$ cat src/rtl/demux_stream.sv
// demux_stream: routes one input stream to N_CH output channels, each holding a
// one-entry output register (EMPTY/FULL) with pass-through refill.
//
// Optional feature: define DEMUX_BCAST_EN to compile in broadcast mode
// (in_bcast port; a broadcast word loads every channel in the same edge).
//
// Ports:
//   clk        sole clock, rising edge
//   rst_n      asynchronous active-low reset
//   in_valid   upstream word present
//   in_ready   block accepts the word this cycle (0 while in reset)
//   in_data    payload, DATA_W bits
//   in_sel     destination channel index, SEL_W bits
//   in_bcast   broadcast request (DEMUX_BCAST_EN only)
//   out_valid  per-channel word present
//   out_ready  per-channel consumer accept
//   out_data   channel k occupies bits [k*DATA_W +: DATA_W]
//   err_cnt    saturating count of dropped out-of-range words
module demux_stream #(
  parameter int unsigned DATA_W = 8,
  parameter int unsigned N_CH   = 4,
  parameter int unsigned SEL_W  = 2
) (
  input  logic                     clk,
  input  logic                     rst_n,
  input  logic                     in_valid,
  output logic                     in_ready,
  input  logic [DATA_W-1:0]        in_data,
  input  logic [SEL_W-1:0]         in_sel,
`ifdef DEMUX_BCAST_EN
  input  logic                     in_bcast,
`endif
  output logic [N_CH-1:0]          out_valid,
  input  logic [N_CH-1:0]          out_ready,
  output logic [N_CH*DATA_W-1:0]   out_data,
  output logic [7:0]               err_cnt
);

  typedef enum logic {StEmpty, StFull} ch_state_e;

  ch_state_e         state_q [N_CH];
  ch_state_e         state_d [N_CH];
  logic [DATA_W-1:0] data_q  [N_CH];
  logic [N_CH-1:0]   can_acc;
  logic [N_CH-1:0]   load;
  logic              in_range;
  logic              sel_acc;
  logic              route_rdy;
  logic              rdy_raw;
  logic              xfer;
  logic              err_inc;
  logic [7:0]        err_q;
  logic [7:0]        err_d;

  // A channel can take a word when empty, or when full and draining this cycle.
  always_comb begin
    can_acc = '0;
    for (int k = 0; k < N_CH; k++) begin
      can_acc[k] = (state_q[k] == StEmpty) | out_ready[k];
    end
  end

  assign in_range = 32'(in_sel) < N_CH;

  // Explicit compare loop avoids indexing can_acc with an out-of-range select.
  always_comb begin
    sel_acc = 1'b0;
    for (int k = 0; k < N_CH; k++) begin
      if (in_sel == SEL_W'(k)) begin
        sel_acc = can_acc[k];
      end
    end
  end

  // Out-of-range words are always accepted (and dropped).
  assign route_rdy = in_range ? sel_acc : 1'b1;

`ifdef DEMUX_BCAST_EN
  assign rdy_raw = in_bcast ? (&can_acc) : route_rdy;
`else
  assign rdy_raw = route_rdy;
`endif

  assign in_ready = rst_n & rdy_raw;
  assign xfer     = in_valid & in_ready;

  always_comb begin
    load = '0;
    for (int k = 0; k < N_CH; k++) begin
      load[k] = xfer & in_range & (in_sel == SEL_W'(k));
`ifdef DEMUX_BCAST_EN
      if (in_bcast) begin
        load[k] = xfer;
      end
`endif
    end
  end

`ifdef DEMUX_BCAST_EN
  assign err_inc = xfer & ~in_range & ~in_bcast;
`else
  assign err_inc = xfer & ~in_range;
`endif

  always_comb begin
    err_d = err_q;
    if (err_inc && (err_q != 8'hFF)) begin
      err_d = err_q + 8'd1;
    end
  end

  // Per-channel EMPTY/FULL next state; a load while draining stays FULL.
  always_comb begin
    for (int k = 0; k < N_CH; k++) begin
      state_d[k] = state_q[k];
      case (state_q[k])
        StEmpty: if (load[k]) state_d[k] = StFull;
        StFull:  if (out_ready[k] && !load[k]) state_d[k] = StEmpty;
        default: state_d[k] = StEmpty;
      endcase
    end
  end

  always_ff @(posedge clk or negedge rst_n) begin
    if (!rst_n) begin
      for (int k = 0; k < N_CH; k++) begin
        state_q[k] <= StEmpty;
        data_q[k]  <= '0;
      end
      err_q <= '0;
    end else begin
      for (int k = 0; k < N_CH; k++) begin
        state_q[k] <= state_d[k];
        if (load[k]) begin
          data_q[k] <= in_data;
        end
      end
      err_q <= err_d;
    end
  end

  always_comb begin
    out_valid = '0;
    out_data  = '0;
    for (int k = 0; k < N_CH; k++) begin
      out_valid[k]                  = (state_q[k] == StFull);
      out_data[k*DATA_W +: DATA_W]  = data_q[k];
    end
  end

  assign err_cnt = err_q;

endmodule

$ cat config.mk
export PLATFORM = sky130hd
export DESIGN_NAME = demux_stream
export DESIGN_NICKNAME = d
export VERILOG_FILES = /design/src/rtl/demux_stream.sv
export SDC_FILE = /design/constraint.sdc
export NUM_CORES = 1
export LEC_CHECK = 0
export CAP_MARGIN = 25
export CORE_MARGIN = 2
export CORE_UTILIZATION = 38
export CTS_CLUSTER_DIAMETER = 120
export DETAILED_ROUTE_END_ITERATION = 8
export PLACE_DENSITY = 0.78
export SLEW_MARGIN = 20
export SYNTH_ARGS = -nofsm -noshare
export SYNTH_HDL_FRONTEND = slang
export SYNTH_SLANG_ARGS = --single-unit
$ cat constraint.sdc
create_clock -name clk -period 1.38 [get_ports clk]
set_clock_uncertainty 0.15 [all_clocks]
set_input_delay 0.276 -clock clk [delete_from_list [all_inputs] [get_ports clk]]
set_output_delay 0.276 -clock clk [all_outputs]
set_load 0.02 [all_outputs]
* After elaboration in Yosys (flattened, before gate mapping)
Index checks and enable logic that the tools add are counted.
Storage, ports and cells: register bits after elaboration 36, bits in latches 0, memory bits (writable) 0, ROM bits 0, bits of input ports 17, output and inout port bits 45, word-level logic and storage cells 50, memories kept 0
Cells by class: $add $sub $neg 0, multiply operators 0, div/mod/pow operators 0, $lt $le $gt $ge 0, equal/unequal tests 3, shift-type cells 0, multiplexer cells 16, bitwise operators 14, reductions and logical operators 9
Operators by type and width (number):
- $mux W1 | 12
- $pmux W1 S2 | 4
- $and A1 B1 Y1 | 6
- $eq A2 B2 Y1 const B | 2
- $logic_and A1 B1 Y1 | 4
- $logic_not A1 Y1 | 4
- $not A1 Y1 | 4
- $or A1 B1 Y1 | 4
- $eq A2 B1 Y1 const B | 1
- $logic_not A2 Y1 | 1

* Longest topological paths before layout
word-level depth 13, depth in mapped cells 4, gate-level depth less buffers 3

* Worst setup path before layout
Ideal clock, no wire load.
path kind reg2reg, start register state_q, in the netlist out_valid[1], end register data_q, in the netlist out_data[10], setup time 0.125 ns, arrival time 1.314 ns, data required time 1.105 ns, slack -0.209 ns, cell stages (with the launch flop) 4, buffers on the path 0, clock period less this slack 1.589 ns, cells stage by stage dfrtp_1 nor2b_1 nor3_4 mux2_2
On the way: longest elaborated chain between the ends 8
RTL lines:
- start, declared | line 41 | ch_state_e state_q [N_CH];
- start signal, assigned by index | line 127 | state_q[k] <= StEmpty;
- start signal, assigned by index | line 133 | state_q[k] <= state_d[k];
- $not A1 Y1 | line 59 | can_acc[k] = (state_q[k] == StEmpty) | out_ready[k];
- $or A1 B1 Y1 | line 59
- $mux W1 (3 in series) | line 69 | if (in_sel == SEL_W'(k)) begin
- $and A1 B1 Y1 | line 84 | assign in_ready = rst_n & rdy_raw;
- $and A1 B1 Y1 | line 85 | assign xfer = in_valid & in_ready;
- $and A1 B1 Y1 | line 90 | load[k] = xfer & in_range & (in_sel == SEL_W'(k));
- end signal, assigned by index | line 135 | data_q[k] <= in_data;
- end, declared | line 43 | logic [DATA_W-1:0] data_q [N_CH];
No other way between the ends. A chain may end at the register's enable or synchronous reset.

* Worst setup path after layout
Ends and elaborated chain as after synthesis.

==> metrics.md <==
| Metric | Value |
|---|---|
| Status | `finished with violations` |
| Failing checks | `negative setup slack` |
| Total of max-cap violations | `0` |
| Die W | `66.8 um` |
| Layout cells sized above 1 | `66.7%` |
| Post-synthesis xor/xnor area fraction | `0%` |
| Setup ws final | `-0.301 ns` |
| Via Count | `1162` |
| Initial antenna violation count | `0` |
| Cells after Synth | `99` |
| Power density over the cells | `1400 mW/mm2` |
| Final setup viols | `32` |
| Mean area per synthesized cell | `15.2 um2` |
| Initial detailed-routing violation count | `21` |
| Yosys reg bits | `36` |
| FP Rows | `22` |
| Drt wl/cell | `18.6 um` |
| Crit path from | `out_valid[1]$_DFF_PN0_` |
| WL final | `4.40 mm` |
| Dpl ws | `-0.865 ns` |
| Commonest non-fill, non-tap cells in the layout | `34 x dfrtp_1, 28 x buf_2, 25 x mux2_4` |
| Slowest stage cell, crit path | `dfrtp_2` |
| Worst Setup EP | `out_data[10]$_DFFE_PN0P_` |
| Post-Synth Adder-Cell Area | `0%` |
| Critical Path End Type | `register` |
| First-pass GRT wire length | `6.93 mm` |
| Post-DP HPWL | `2.68 mm` |
| DR vias/cell | `4.90` |
| Post-synthesis simple-gate area fraction | `8.09%` |
| CTS tree | `done` |
| WP data arrival | `1.70 ns` |
| Insertion delay to the later sink of the worst-skew pair | `0.29 ns` |
| Register area share after synthesis | `60.1%` |
| Total track usage | `21.8%` |
| Post-synthesis compound-gate area fraction | `2.84%` |
| # fillers | `279` |
| Die Y | `66.8 um` |
| Vias in the first global route | `1370` |
| GP Congestion | `0.715` |
| Worst reg-to-reg path cell count | `5` |
| Hold Path Class | `in2async` |
| P_leak | `1.24 nW` |
| Peak supply drop | `1.08 mV` |
| Slew Limit Fails | `0` |
| Placed insts | `216` |
| Starting Density | `40.4%` |
| Detailed Routing Iterations Pass 1 | `4` |
| Synthesized cell area | `0.00150 mm2` |
| Final number of hold-violating endpoints | `0` |
| Most common cell after layout, fill and taps aside | `dfrtp_1` |
| Clock sink total | `36` |
| CP Cell Sequence | `buf_6 -> nor2b_4 -> nor3_4 -> buf_6 -> mux2_4` |
| Setup TNS | `-4.45 ns` |
| CP Class | `reg2reg` |
| DIE AREA | `0.00447 mm2` |
| Core area | `0.00372 mm2` |
| Crit-path max FO | `4` |
| Combinational family with the most area after synthesis | `multiplexers` |
| Drt drc | `0` |
| IO Pins | `62` |
| Reg2reg start | `out_valid[1]$_DFF_PN0_` |
| Synth warn | `0` |
| Library cells used by synthesis | `21` |
| Routed Antenna Nets | `0` |
| Overflow after GRT | `0` |
| RSZ-0062 raised after global routing | `yes` |
| CTS Root Cell | `clkbuf_8` |
| CTS H-tree depth | `2` |
| Number of CTS-inserted buffers | `5` |
| Largest net degree at the start of global routing | `22` |
| IO Port Bufs | `53` |
| Clock Path Buffers | `2` |
| Non-Filler Instances | `237` |
| Reg2reg end | `out_data[10]$_DFFE_PN0P_` |
| Clock transition at path regs | `0.08 ns` |
| Post-synthesis mux area share | `24.0%` |
| Max incr delay on CP | `0.45 ns` |
| Peak Freq | `595 MHz` |
| CP most frequent cell | `buf_6` |
| Nets | `205` |
| Area grow syn2layout | `69.4%` |
| Reg-to-reg slack, setup | `-0.30 ns` |
| Period utilisation layout | `122%` |
| Antenna diode count | `0` |
| Required @ worst endpoint | `1.40 ns` |
| Startpoint class of the critical path | `register` |
| Crit path time final | `1.68 ns` |
[metrics by stage]
stage / util, % / hold slack [ns] / power [mW] / cell area, um2
after floorplan: - / -0.170 / 1.98 / 1580
after global placement: 60.5 / 0.0756 / 2.56 / 2250
after detailed placement: 60.5 / 0.0769 / 2.60 / 2250
after CTS: 71.8 / 0.0201 / 3.66 / 2670
after global routing: 68.4 / 0.0573 / 3.71 / 2540
final: 68.4 / 0.0433 / 3.55 / 2540
[worst min-delay path by stage]
stage / from / depth (start not counted) / slack [ns] / endpoint
5_1_grt: rst_n / 3 / 0.06 / out_data[12]$_DFFE_PN0P_
6_report: rst_n / 3 / 0.04 / out_valid[0]$_DFF_PN0_
3_3_place_gp: rst_n / 2 / 0.08 / out_data[0]$_DFFE_PN0P_
3_5_place_dp: rst_n / 2 / 0.08 / out_data[0]$_DFFE_PN0P_
4_1_cts: rst_n / 3 / 0.02 / out_valid[1]$_DFF_PN0_
2_1_floorplan: rst_n / 0 / -0.17 / out_data[0]$_DFFE_PN0P_
[registers in the layout (all words and copies together) (netlist names)]
register and cells:
out_data 32, out_valid 4
[cells by family after synthesis]
kind of cell,Yosys count
AO/OA/AOI/OAI,5
buffers and inverters,10
flip-flops,36
multiplexers,32
other,1
AND/OR/NAND/NOR,15
[Yosys cell counts]
library cell	number	area share, %
mux2_2	32	24
inv_1	1	0.25
nor3_4	1	1.1
a21oi_4	1	1.1
nor2_1	1	0.25
nand3_2	1	0.67
a21o_1	1	0.50
o21ai_0	1	0.33
nand2b_1	2	0.83
dfrtp_1	36	60
or2_2	1	0.42
nand4bb_1	1	0.75
conb_1	1	0.25
nand4_2	2	1.7
o311ai_0	1	0.58
nor2b_1	2	0.83
nand3b_1	1	0.50
buf_4	9	4.5
nand4b_1	1	0.58
nand2_1	2	0.50
a21oi_1	1	0.33
[critical path: cells and delay by family, from the launching register on]
family / cells / cell delay (ns)
mux: 1 / 0.30
simple gates: 2 / 0.37
flops: 1 / 0.45
buf+inv: 2 / 0.30
[what timing repair did]
action / in CTS / in global routing
hold buffers: 2 / 0
pin swaps: 4 / 1
setup buffers: 10 / 4
resized for setup: 176 / 32
cloned: 2 / 0
hold endpoints to repair: 22 / 0
endpoints found under the setup margin: 71 / 61
[report_power, final]
part	leakage (nW)	switching [mW]	internal [mW]	total, mW
Sequential	0.435	0.133	1.28	1.41
Combinational	0.741	0.571	0.546	1.12
Clock	0.0645	0.386	0.638	1.02
[area by class of cell]
type                            count  area (um2)  area share (%)
Clock buffer                        7        96.3            3.79
Clock inverter                      1        30.0            1.18
Inverter                            1        3.75           0.148
Multi-Input combinational cell     61         748            29.4
Sequential cell                    36         903            35.5
Tap cell                           48        60.1            2.36
Timing Repair Buffer               83         699            27.5
[layer usage]
| metal | GRT usage [%] | wire length, um | vias to the layer above |
|---|---|---|---|
| met2 | 38.8 | 2350 | 47 |
| li1 | - | - | 519 |
| met5 | 0 | 0 | - |
| met1 | 24.9 | 1730 | 588 |
| met4 | 9.95 | 85 | 0 |
| met3 | 4.73 | 227 | 8 |
No activity file was read; power rests on OpenSTA's default activity.
